==> config.mk <==
export PLATFORM = sky130hd
export DESIGN_NAME = ppu_bg_render
export DESIGN_NICKNAME = d
export VERILOG_FILES = /design/src/rtl/ppu_bg_render.sv
export SDC_FILE = /design/constraint.sdc
export NUM_CORES = 1
export LEC_CHECK = 0
export ABC_AREA = 1
export CAP_MARGIN = 20
export CORE_ASPECT_RATIO = 0.5
export CORE_MARGIN = 2
export CORE_UTILIZATION = 30
export CTS_BUF_LIST = sky130_fd_sc_hd__clkbuf_8 sky130_fd_sc_hd__clkbuf_16
export DETAILED_ROUTE_END_ITERATION = 6
export GPL_ROUTABILITY_DRIVEN = 0
export PLACE_DENSITY = 0.64
export SETUP_SLACK_MARGIN = 0.4
export SYNTH_ARGS = -nofsm -noshare
export SYNTH_HDL_FRONTEND = slang
export SYNTH_SLANG_ARGS = --single-unit
==> constraint.sdc <==
create_clock -name i_ppu_clk -period 3.2 [get_ports i_ppu_clk]
set_input_delay 0.48 -clock i_ppu_clk [delete_from_list [all_inputs] [get_ports i_ppu_clk]]
set_output_delay 0.48 -clock i_ppu_clk [all_outputs]
set_load 0.05 [all_outputs]
==> src/rtl/ppu_bg_render.sv <==
// Background render engine: walks the visible frame pixel by pixel, fetches nametable,
// attribute, pattern and palette data and writes colour codes into the back video buffer.
// Optional left-edge clipping is enabled by defining PPU_BG_LEFT_CLIP_EN.

module ppu_bg_render #(
  parameter int unsigned H_PIX = 256,
  parameter int unsigned V_PIX = 240
) (
  input  logic        i_ppu_clk,
  input  logic        i_ppu_rst,
  input  logic        i_frame_start,
  input  logic        i_bg_en,
  input  logic        i_bg_pt_sel,
`ifdef PPU_BG_LEFT_CLIP_EN
  input  logic        i_bg_left_show,
`endif
  input  logic [1:0]  i_nt_base,
  input  logic [7:0]  i_scroll_x,
  input  logic [7:0]  i_scroll_y,
  output logic [11:0] o_nt_addr,
  input  logic [7:0]  i_nt_rdata,
  output logic [11:0] o_pt_addr,
  input  logic [15:0] i_pt_rdata,
  output logic [4:0]  o_plt_addr,
  input  logic [7:0]  i_plt_rdata,
  output logic [16:0] o_vbuf_waddr,
  output logic        o_vbuf_we,
  output logic [7:0]  o_vbuf_wdata,
  output logic        o_buf_sel,
  output logic        o_busy,
  output logic        o_frame_done
);

  typedef enum logic [2:0] {
    StIdle,
    StNt,
    StAt,
    StPt,
    StLat,
    StPixA,
    StPixW,
    StDone
  } state_e;

  state_e      state_q;
  logic [7:0]  x_q, y_q;
  logic [7:0]  scroll_x_q, scroll_y_q;
  logic [1:0]  nt_base_q;
  logic        bg_en_q;
  logic        pt_sel_q;
  logic [7:0]  tile_q;
  logic [1:0]  attr2_q;
  logic [15:0] pat_q;
  logic        buf_sel_q;
`ifdef PPU_BG_LEFT_CLIP_EN
  logic        left_show_q;
`endif

  logic [8:0]  wx;
  logic [8:0]  wy_raw;
  logic        wy_wrap;
  logic [7:0]  wy;
  logic        nt_v;
  logic [4:0]  cx, cy;
  logic [2:0]  fx, fy;
  logic [11:0] nt_addr, at_addr;
  logic [2:0]  attr_shift;
  logic [1:0]  attr2;
  logic [2:0]  bit_sel;
  logic [1:0]  pix;
  logic        clip;
  logic [4:0]  plt_addr;
  logic        last_x, last_y;
  logic [7:0]  x_inc;
  logic [2:0]  fx_next;
  logic        unused_plt;

  assign unused_plt = ^i_plt_rdata[7:6];

  // World coordinates; a vertical overflow past 240 lines flips to the other nametable row.
  assign wx      = {1'b0, x_q} + {1'b0, scroll_x_q} + {nt_base_q[0], 8'd0};
  assign wy_raw  = {1'b0, y_q} + {1'b0, scroll_y_q};
  assign wy_wrap = (wy_raw >= 9'd240);
  assign wy      = wy_wrap ? 8'(wy_raw - 9'd240) : wy_raw[7:0];
  assign nt_v    = nt_base_q[1] ^ wy_wrap;
  assign cx      = wx[7:3];
  assign fx      = wx[2:0];
  assign cy      = wy[7:3];
  assign fy      = wy[2:0];

  assign nt_addr    = {nt_v, wx[8], cy, cx};
  assign at_addr    = {nt_v, wx[8], 4'b1111, cy[4:2], cx[4:2]};
  assign attr_shift = {cy[1], cx[1], 1'b0};
  assign attr2      = 2'(i_nt_rdata >> attr_shift);

  assign bit_sel = 3'd7 - fx;
  assign pix     = {pat_q[{1'b1, bit_sel}], pat_q[{1'b0, bit_sel}]};

`ifdef PPU_BG_LEFT_CLIP_EN
  assign clip = !left_show_q && (x_q[7:3] == 5'd0);
`else
  assign clip = 1'b0;
`endif

  assign plt_addr = (bg_en_q && !clip && (pix != 2'd0)) ? {1'b0, attr2_q, pix} : 5'd0;

  assign last_x  = (x_q == 8'(H_PIX - 1));
  assign last_y  = (y_q == 8'(V_PIX - 1));
  assign x_inc   = x_q + 8'd1;
  // Fine x of the next pixel; the nametable select bit only shifts wx by 256.
  assign fx_next = x_inc[2:0] + scroll_x_q[2:0];

  always_ff @(posedge i_ppu_clk) begin
    if (i_ppu_rst) begin
      state_q    <= StIdle;
      x_q        <= 8'd0;
      y_q        <= 8'd0;
      scroll_x_q <= 8'd0;
      scroll_y_q <= 8'd0;
      nt_base_q  <= 2'd0;
      bg_en_q    <= 1'b0;
      pt_sel_q   <= 1'b0;
      tile_q     <= 8'd0;
      attr2_q    <= 2'd0;
      pat_q      <= 16'd0;
      buf_sel_q  <= 1'b0;
`ifdef PPU_BG_LEFT_CLIP_EN
      left_show_q <= 1'b0;
`endif
    end else begin
      case (state_q)
        StIdle: begin
          if (i_frame_start) begin
            scroll_x_q <= i_scroll_x;
            scroll_y_q <= i_scroll_y;
            nt_base_q  <= i_nt_base;
            bg_en_q    <= i_bg_en;
            pt_sel_q   <= i_bg_pt_sel;
`ifdef PPU_BG_LEFT_CLIP_EN
            left_show_q <= i_bg_left_show;
`endif
            x_q        <= 8'd0;
            y_q        <= 8'd0;
            state_q    <= i_bg_en ? StNt : StPixA;
          end
        end
        StNt: state_q <= StAt;
        StAt: begin
          tile_q  <= i_nt_rdata;
          state_q <= StPt;
        end
        StPt: begin
          attr2_q <= attr2;
          state_q <= StLat;
        end
        StLat: begin
          pat_q   <= i_pt_rdata;
          state_q <= StPixA;
        end
        StPixA: state_q <= StPixW;
        StPixW: begin
          if (last_x) begin
            if (last_y) begin
              state_q <= StDone;
            end else begin
              x_q     <= 8'd0;
              y_q     <= y_q + 8'd1;
              state_q <= bg_en_q ? StNt : StPixA;
            end
          end else begin
            x_q     <= x_inc;
            state_q <= (bg_en_q && (fx_next == 3'd0)) ? StNt : StPixA;
          end
        end
        StDone: begin
          buf_sel_q <= ~buf_sel_q;
          state_q   <= StIdle;
        end
        default: state_q <= StIdle;
      endcase
    end
  end

  always_comb begin
    o_nt_addr    = 12'd0;
    o_pt_addr    = 12'd0;
    o_plt_addr   = 5'd0;
    o_vbuf_we    = 1'b0;
    o_vbuf_waddr = 17'd0;
    o_vbuf_wdata = 8'd0;
    case (state_q)
      StNt:   o_nt_addr  = nt_addr;
      StAt:   o_nt_addr  = at_addr;
      StPt:   o_pt_addr  = {pt_sel_q, tile_q, fy};
      StPixA: o_plt_addr = plt_addr;
      StPixW: begin
        o_vbuf_we    = 1'b1;
        o_vbuf_waddr = {~buf_sel_q, y_q, x_q};
        o_vbuf_wdata = {2'b00, i_plt_rdata[5:0]};
      end
      default: ;
    endcase
  end

  assign o_buf_sel    = buf_sel_q;
  assign o_busy       = (state_q != StIdle);
  assign o_frame_done = (state_q == StDone);

endmodule

* Word-level counts from Yosys, hierarchy flattened
Cells that the tools add are included.
** Storage, ports and cells
- Bits in registers :: 66
- Bits in latches :: 0
- Memory bits (writable) :: 0
- Memory bits (read-only) :: 0
- Bits of input ports :: 55
- Memories kept :: 0
** Operators by class
- $add $sub $neg :: 8
- $mul :: 0
- Div/mod/pow operators :: 0
- $lt $le $gt $ge :: 3
- Equal/unequal tests :: 13
- Shift operators :: 1
- Mux-type cells :: 26
- Bitwise logic cells :: 2
- Reductions and logical operators :: 10
** Operators with widths (number)
- 8-bit two-way mux :: 6
- 8-bit case mux with 2 select lines :: 2
- 12-bit case mux with 2 select lines :: 1
- 3-bit case mux with 8 select lines :: 1
- 8-bit by 8-bit adder with 9-bit output :: 2
- 3-bit two-way mux :: 6
- 17-bit two-way mux :: 1
- 8-bit by 1-bit adder with 8-bit output (second input constant) :: 2
- 8-bit == test (second input constant) :: 2
- 3-bit == test (second input constant) :: 4
- 12-bit two-way mux :: 1
- 9-bit adder :: 1
- 9-bit by 8-bit >= comparator with 1-bit output (second input constant) :: 1
- 4-bit two-way mux :: 2
- 8-bit by 3-bit right shift with 2-bit output :: 1
- 8-bit subtractor (second input constant) :: 1
- 1-bit binary-select mux with 3-bit select :: 2
- 3-bit by 2-bit == test with 1-bit output (second input constant) :: 2
- 3-bit zero test :: 2
- 6-bit two-way mux :: 1
- 2-bit inequality test (second input constant) :: 3
- 3-bit by 5-bit less-than comparator with 1-bit output (second input constant) :: 1
- 4-bit by 5-bit less-than comparator with 1-bit output (second input constant) :: 1
- 4-bit AND reduction :: 1
- other kinds (12) :: 16

* Logic depth before layout (Yosys ltp)
Gate-level depths: netlist (run 1).
- Word-level depth :: 9
- Gate-level depth with buffers :: 18
- Gate-level depth less buffers :: 18

* Worst setup path after synthesis (run 1)
Ideal clock, no wire load.
- Path type :: reg2out
- Start :: register y_q[0]
- End :: output port o_nt_addr[5]
- Arrival :: 2820 ps
- Data required time :: 2720 ps
- Path slack :: -100 ps
- Cell stages (with the launch flop) :: 16
- Buffers on the path :: 0
- Cell sequence :: dfxtp_1 ha_1 fa_1 nand2_2 nand3_1 nand2_2 ha_1 nand3_1 nor2_1 nand2_1 nand2_1 nand2_2 nand2_4 nand2_1 xnor2_1 o22ai_1
** On the way
- Word-level cells in the longest chain between the ends :: 4
- Elaborated cells on any way between the ends :: 5
- Those cells by class :: 2 x add/sub; 1 x order compare; 2 x mux
** RTL lines
- start: declaration :: line 46 : logic [7:0] x_q, y_q;
- start signal: assignment :: line 167 : y_q <= y_q + 8'd1;
- 8-bit by 8-bit adder with 9-bit output (*) :: line 82 : assign wy_raw = {1'b0, y_q} + {1'b0, scroll_y_q};
- 8-bit subtractor / 9-bit by 8-bit >= comparator with 1-bit output (equally long branches) :: line 84, 83
- 8-bit two-way mux (*) :: line 84 : assign wy = wy_wrap ? 8'(wy_raw - 9'd240) : wy_raw[7:0];
- 12-bit case mux with 2 select lines (*) :: line 191 : case (state_q)
- end: declaration :: line 20 : output logic [11:0] o_nt_addr,
Every way passes the cells marked *; elsewhere a longest branch is shown, timed or not.

* Final worst setup path (run 1)
- Start :: register scroll_y_q[0]
- End :: output port o_nt_addr[9]
** On the way
- Word-level cells in the longest chain between the ends :: 4
- Elaborated cells on any way between the ends :: 5
- Those cells by class :: 2 x add/sub; 1 x order compare; 2 x mux
** RTL lines
- start: declaration :: line 47 : logic [7:0] scroll_x_q, scroll_y_q;
- start signal: assignment :: line 135 : scroll_y_q <= i_scroll_y;
- 8-bit by 8-bit adder with 9-bit output (*) :: line 82
- 8-bit subtractor / 9-bit by 8-bit >= comparator with 1-bit output (equally long branches) :: line 84, 83
- 8-bit two-way mux (*) :: line 84
- 12-bit case mux with 2 select lines (*) :: line 191
Marked as above.

==> flow_metrics.tcl, run 1 <==
set metrics [dict create \
    timing.hold.ws_ps 454 \
    htreeDepth 3 \
    antenna_left 0 \
    io_buffers 107 \
    rows 30 \
    arrival_ps 2800 \
    avgSynthCellArea_um2 6.71 \
    syn_inst 617 \
    peakVddDrop_uv 237 \
    die_w_um 170 \
    fin_skew_ps 6.38 \
    path_cells "ha_4, fa_2, nand2_2, nand3_2, nand2_4, ha_4, nand3_2, nor2_1, nand2_1, nand2_2, nand2_2, nand2_4, nand2_4, xnor2_4, buf_6, o21ai_4, buf_12" \
    worstHoldPathType "flop to flop" \
    via_per_inst 4.62 \
    pin_count 113 \
    clockRootBuffer "clkbuf_16" \
    drc 0 \
    postSynth.asyncResetShare_pct 0 \
    synthTopCellsByCount "nor2_1 (138), inv_1 (81), nand2_1 (76), dfxtp_1 (66), o21ai_0 (58)" \
    cp_data_required_time_ps 2720 \
    cts_tree "built" \
    grt_pass1_wl_um 19600 \
    violations "negative setup slack" \
    place_area_mm2 0.00564 \
    critical_path_class "flop to output port" \
    dr_wl_met2_um 5940 \
    synth_area_mm2 0.00414 \
    start_util_pct 30.6 \
    max_stage_delay_ps 420 \
    grt-ovfl-total 0 \
    synth_most_common_cell "nor2_1" \
    slew_headroom_pct 45.5 \
    synth_top_area_cell "dfxtp_1" \
    fin_util_pct 47.8 \
    rsz0062_at_grt "true" \
    fin_area_mm2 0.00646 \
    clock_latency_ps 330 \
    postLayoutSetupSlackWorst_ps -80.7 \
    clockBufferDepth 2 \
    top_layer_used "met4" \
    dpl.hpwl_um 8950 \
    drt-pass1-iter-count 4 \
    leakage_nw 2.91 \
    die_height_um 87.1 \
    wl_per_cell_um 13.2 \
    drv_slew 0 \
    crit_path_start_kind "flop" \
    synth.area.top_cells "dfxtp_1 (32%), nor2_1 (13%), inv_1 (7.3%), o21ai_0 (7.0%), nand2_1 (6.9%)" \
    max_cap_viol_count 0 \
    yosys_most_used_dff "dfxtp_1" \
    drt-initial-drc-count 178 \
    pre_cts_ws_ps 164 \
    powerDensity_mw_per_mm2 426 \
    status "finished with violations" \
    crit_slowest_cell "fa_2" \
    vias 4290 \
    final_cells 928 \
    hold-path-cell-count 2 \
    cp_max_fo 4 \
    timing.final.hold_violations 0 \
    routed_wl_um 12200 \
    setup_viol 7 \
    fmax_mhz 305 \
    met3_length_um 389 \
    finalCritPeriodShare_pct 103 \
    critical_path.endpoint_type "output port" \
    synth_cell_type_count 45 \
    grt_pass1_vias 4128 \
    synthToLayoutAreaGrowth_pct 56.2 \
    design.core.area_mm2 0.0135 \
    yosys.area.top_type_share_pct 31.9 \
    ff2ff_path_depth 17 \
    drive_above_1_share_pct 24.5 \
    die_area_mm2 0.0148 \
    min_period_ps 3280 \
    num_antenna_cells 0 \
    wl_met1_um 5750 \
    nNetsFinal 825 \
    yosys_warnings 0 \
    antenna_found_initial 0 \
    synth_seq_cells 66 \
    grt_usage_pct 16.6 \
    synth.yosys.seq_area_share_pct 31.9 \
    cts.sinks 66 \
    worstMarginPinSlew_ps 816 \
    cts_buffers 9 \
    synth-edff-count 0 \
    placed_cells 890 \
    grt_max_degree 28 \
    clk_pin_slew_ps 60 \
]
layer usage:
| metal | vias up | GRT usage [%] |
|---|---|---|
| li1 | 2233 | - |
| met1 | 1986 | 21.0 |
| met2 | 53 | 28.9 |
| met3 | 18 | 3.09 |
| met4 | 0 | 5.36 |
| met5 | - | 0 |
where the power goes:
| part | internal [W] | total [W] | leakage [nW] | switching, W |
|---|---|---|---|---|
| registers | 0.000896 | 0.000946 | 0.546 | 0.0000501 |
| logic | 0.000330 | 0.000803 | 2.23 | 0.000473 |
| clock network | 0.000608 | 0.00101 | 0.135 | 0.000399 |
flip-flops by register name (all words and copies together) (netlist names):
name and flops:
attr2_q 2, bg_en_q 1, nt_base_q 2, o_buf_sel 1
pat_q 16, pt_sel_q 1, scroll_x_q 8, scroll_y_q 8
state_q 3, tile_q 8, x_q 8, y_q 8
metrics by stage:
step	setup TNS [ps]	total power, W
2_1_floorplan	-54.1	0.00141
3_5_place_dp	0	0.00166
6_report	-331	0.00276
5_1_grt	-1130	0.00290
3_3_place_gp	0	0.00165
4_1_cts	-3.39	0.00272
final cells by class:
type / instances / area [µm²]
clock buffers: 9 / 225
flip-flops and latches: 66 / 1340
fillers: 1314 / 7050
repair inverters: 1 / 7.51
well taps: 176 / 220
repair buffers: 136 / 1420
clock inverters: 7 / 77.6
inverters: 91 / 353
multi-input cells: 442 / 2820
final timing paths:
path                 start      endpoint  slack [ps]
min reg2reg      tile_q[3]     tile_q[3]         450
max          scroll_y_q[0]  o_nt_addr[9]         -80
min              tile_q[3]     tile_q[3]         450
max reg2reg  scroll_y_q[0]    attr2_q[1]         750
critical path, delay by kind of cell (launching register included):
| kind | cells | cell delay [ps] |
|---|---|---|
| compound gates | 1 | 130 |
| simple gates | 10 | 850 |
| flops | 1 | 340 |
| xor+xnor | 1 | 160 |
| fa+ha+maj | 3 | 720 |
| buf+inv | 2 | 270 |
timing repair:
| item | 4_1_cts | 5_1_grt |
|---|---|---|
| buffers inserted | 13 | 8 |
| gates cloned | 0 | 1 |
| setup endpoints to repair | 41 | 47 |
| hold buffers | 0 | 0 |
| pin swaps | 22 | 19 |
| gates resized for setup | 80 | 71 |
cells by family after synthesis:
kind of cell | count (synthesis) | share of synthesized area, %
AND/OR/NAND/NOR | 286 | 32.2
AO/OA/AOI/OAI | 118 | 15.2
flip-flops | 66 | 31.9
XOR/XNOR | 12 | 2.54
other | 1 | 0.0906
buffers and inverters | 111 | 10.5
adder cells (fa/ha/maj) | 23 | 7.50
layout by cell type (no fill, tap or decap), drive strengths merged, types with 4 or more instances in the layout:
master / count
dlygate4sd2: 9
nor2: 144
clkdlybuf4s50: 56
nor3: 9
dfxtp: 66
xor2: 8
buf: 45
o21ai: 65
a211oi: 4
a21oi: 33
clkdlybuf4s15: 11
dlymetal6s2s: 9
clkinvlp: 6
nand3: 33
inv: 92
o22ai: 7
ha: 20
xnor2: 4
clkbuf: 15
nand2: 89
Note: power is estimated with default switching activity, not from simulation.
==> inputs of run 2 (changes only) <==
CAP_MARGIN = not set   (was 20)
SLEW_MARGIN = 10   (was not set)
==> results of run 2 <==
No change in the layout: final DEF, timing and power equal those of run 1.
==> inputs of run 3 (changes only) <==
CORE_UTILIZATION = 40   (was 30)
PLACE_DENSITY = 0.78   (was 0.64)
clock period = 4.1 ns   (was 3.2 ns; I/O delays follow)
==> flow_metrics.tcl, run 3 (same netlist as run 1, synthesis figures left out) <==
set metrics [dict create \
    drt-initial-drc-count 271 \
    num_antenna_cells 0 \
    drive_above_1_share_pct 11.4 \
    arrival_ps 2950 \
    drv_slew 0 \
    regArea_mm2 0.00132 \
    hold-path-cell-count 2 \
    clock_latency_ps 340 \
    clockRootBuffer "clkbuf_16" \
    cts_buffers 9 \
    rrSetupSlack_ps 1690 \
    powerDensity_mw_per_mm2 355 \
    grt_pass1_vias 3951 \
    rsz0062_at_grt "false" \
    cts.sinks 66 \
    status "completed" \
    drc 0 \
    finalCritPeriodShare_pct 86.9 \
    final_common_cell "nor2_1" \
    via_per_inst 4.96 \
    antenna_left 0 \
    dpl.hpwl_um 8250 \
    worstHoldPathType "flop to flop" \
    min_period_ps 3560 \
    path_cells "ha_2, fa_2, nand2_2, nand3_1, nand2_2, ha_2, nand3_1, nor2_1, nand2_1, nand2_1, nand2_2, nand2_4, nand2_1, xnor2_2, o22ai_2, buf_6" \
    cts_tree "built" \
    antenna_found_initial 0 \
    r2r-start "y_q[0]" \
    nNetsFinal 800 \
    slew_headroom_pct 50.3 \
    routed_wl_um 11500 \
    cp_max_fo 7 \
    grt-ovfl-total 0 \
    peakVddDrop_uv 220 \
    grt_pass1_wl_um 18400 \
    critical_path.endpoint_type "output port" \
    hold_end "pt_sel_q" \
    final.setup.tns_ps 0 \
    die_w_um 148 \
    finalPower_w 0.00203 \
    largest_reg_flops 16 \
    pre_cts_ws_ps 387 \
    crit_path_start_kind "flop" \
    r2r_end "attr2_q[0]" \
    wl_per_cell_um 13.3 \
    fin_skew_ps 7.66 \
    fmax_mhz 281 \
    leakage_nw 2.49 \
    start_util_pct 40.8 \
    timing.final.hold_violations 0 \
    clockBufferDepth 2 \
    clk_pin_slew_ps 60 \
    hp-start "pt_sel_q" \
    die_height_um 75.9 \
    max_cap_viol_count 0 \
    max_stage_delay_ps 410 \
    placed_cells 850 \
    design.core.area_mm2 0.0101 \
    grt_usage_pct 20.2 \
    cp-startpoint "y_q[0]" \
    critical_path_class "flop to output port" \
    pin_count 113 \
    multiInputGateArea_mm2 0.00247 \
    mostFrequentLayoutCells "nor2_1 (138), clkdlybuf4s50_1 (92), inv_1 (81), nand2_1 (76), dfxtp_1 (64)" \
    drt-pass1-iter-count 5 \
    rows 26 \
    fin_util_pct 56.4 \
    cp_data_required_time_ps 3480 \
    setup_viol 0 \
    io_buffers 107 \
    ff2ff_path_depth 16 \
    crit_slowest_cell "fa_2" \
    htreeDepth 3 \
    die_area_mm2 0.0112 \
    vias 4302 \
    postLayoutSetupSlackWorst_ps 537 \
    synthToLayoutAreaGrowth_pct 38.3 \
    grt_max_degree 28 \
    final_cells 867 \
    fillers 937 \
    worstMarginPinSlew_ps 745 \
    regMostFlops "pat_q" \
]
-- run 3: cell count changes in the layout (fill, tap and decap cells not counted), moves of 10 or more --
cell,change
clkdlybuf4s15_1,-11
buf_12,-13
nand2_1,+11
dfxtp_1,+12
buf_4,-22
clkdlybuf4s50_1,+36
dfxtp_2,-10
-- run 3: how the worst max path moves through the flow --
stage / endpoint / slack, ps / depth (start not counted)
floorplan: o_nt_addr[5] / 660 / 15
global placement: o_nt_addr[3] / 420 / 17
detailed placement: o_nt_addr[7] / 390 / 17
CTS: o_nt_addr[7] / 280 / 17
global route: o_nt_addr[9] / 380 / 16
finish: o_nt_addr[5] / 540 / 16
-- run 3: what timing repair did --
action                     4_1_cts  5_1_grt
hold buffers                     0        0
resized for setup               14       34
pin swaps                        0        4
setup endpoints to repair        8       14
setup buffers                    0        1
-- run 3: layout make-up --
cell class	instances	area share (%)
clock buffers	10	4.17
clock inverters	6	1.14
inverters	91	6.05
multi-input cells	442	43.1
flip-flops and latches	66	23.1
well taps	140	3.06
repair buffers	112	19.3
-- run 3: through the flow --
stage | cell area (µm²) | hold slack, ps
after detailed placement | 5330 | 451
after floorplan | 4150 | 430
after global placement | 5330 | 443
after CTS | 5630 | 458
after global routing | 5730 | 497
final | 5730 | 456
-- run 3: where the power goes --
part           internal, W  switching [W]
Clock             0.000488       0.000298
Combinational     0.000187       0.000321
Sequential        0.000699      0.0000372
-- run 3: worst max-delay path: cells and delay by family, from the launching register on --
| kind | cells | cell delay, ps |
|---|---|---|
| flip-flops | 1 | 330 |
| buffers and inverters | 1 | 200 |
| adder cells (fa/ha/maj) | 3 | 810 |
| AO/OA/AOI/OAI | 1 | 200 |
| XOR/XNOR | 1 | 160 |
| AND/OR/NAND/NOR | 10 | 900 |
-- run 3: metal layers --
metal  GRT usage, %  vias to the layer above  share of wire (%)
li1               -                     2179                  -
met3           4.46                       20                3.8
met2           34.9                      101                 50
met1           25.4                     2002                 45
met4           5.90                        0                1.7
met5              0                        -                  0
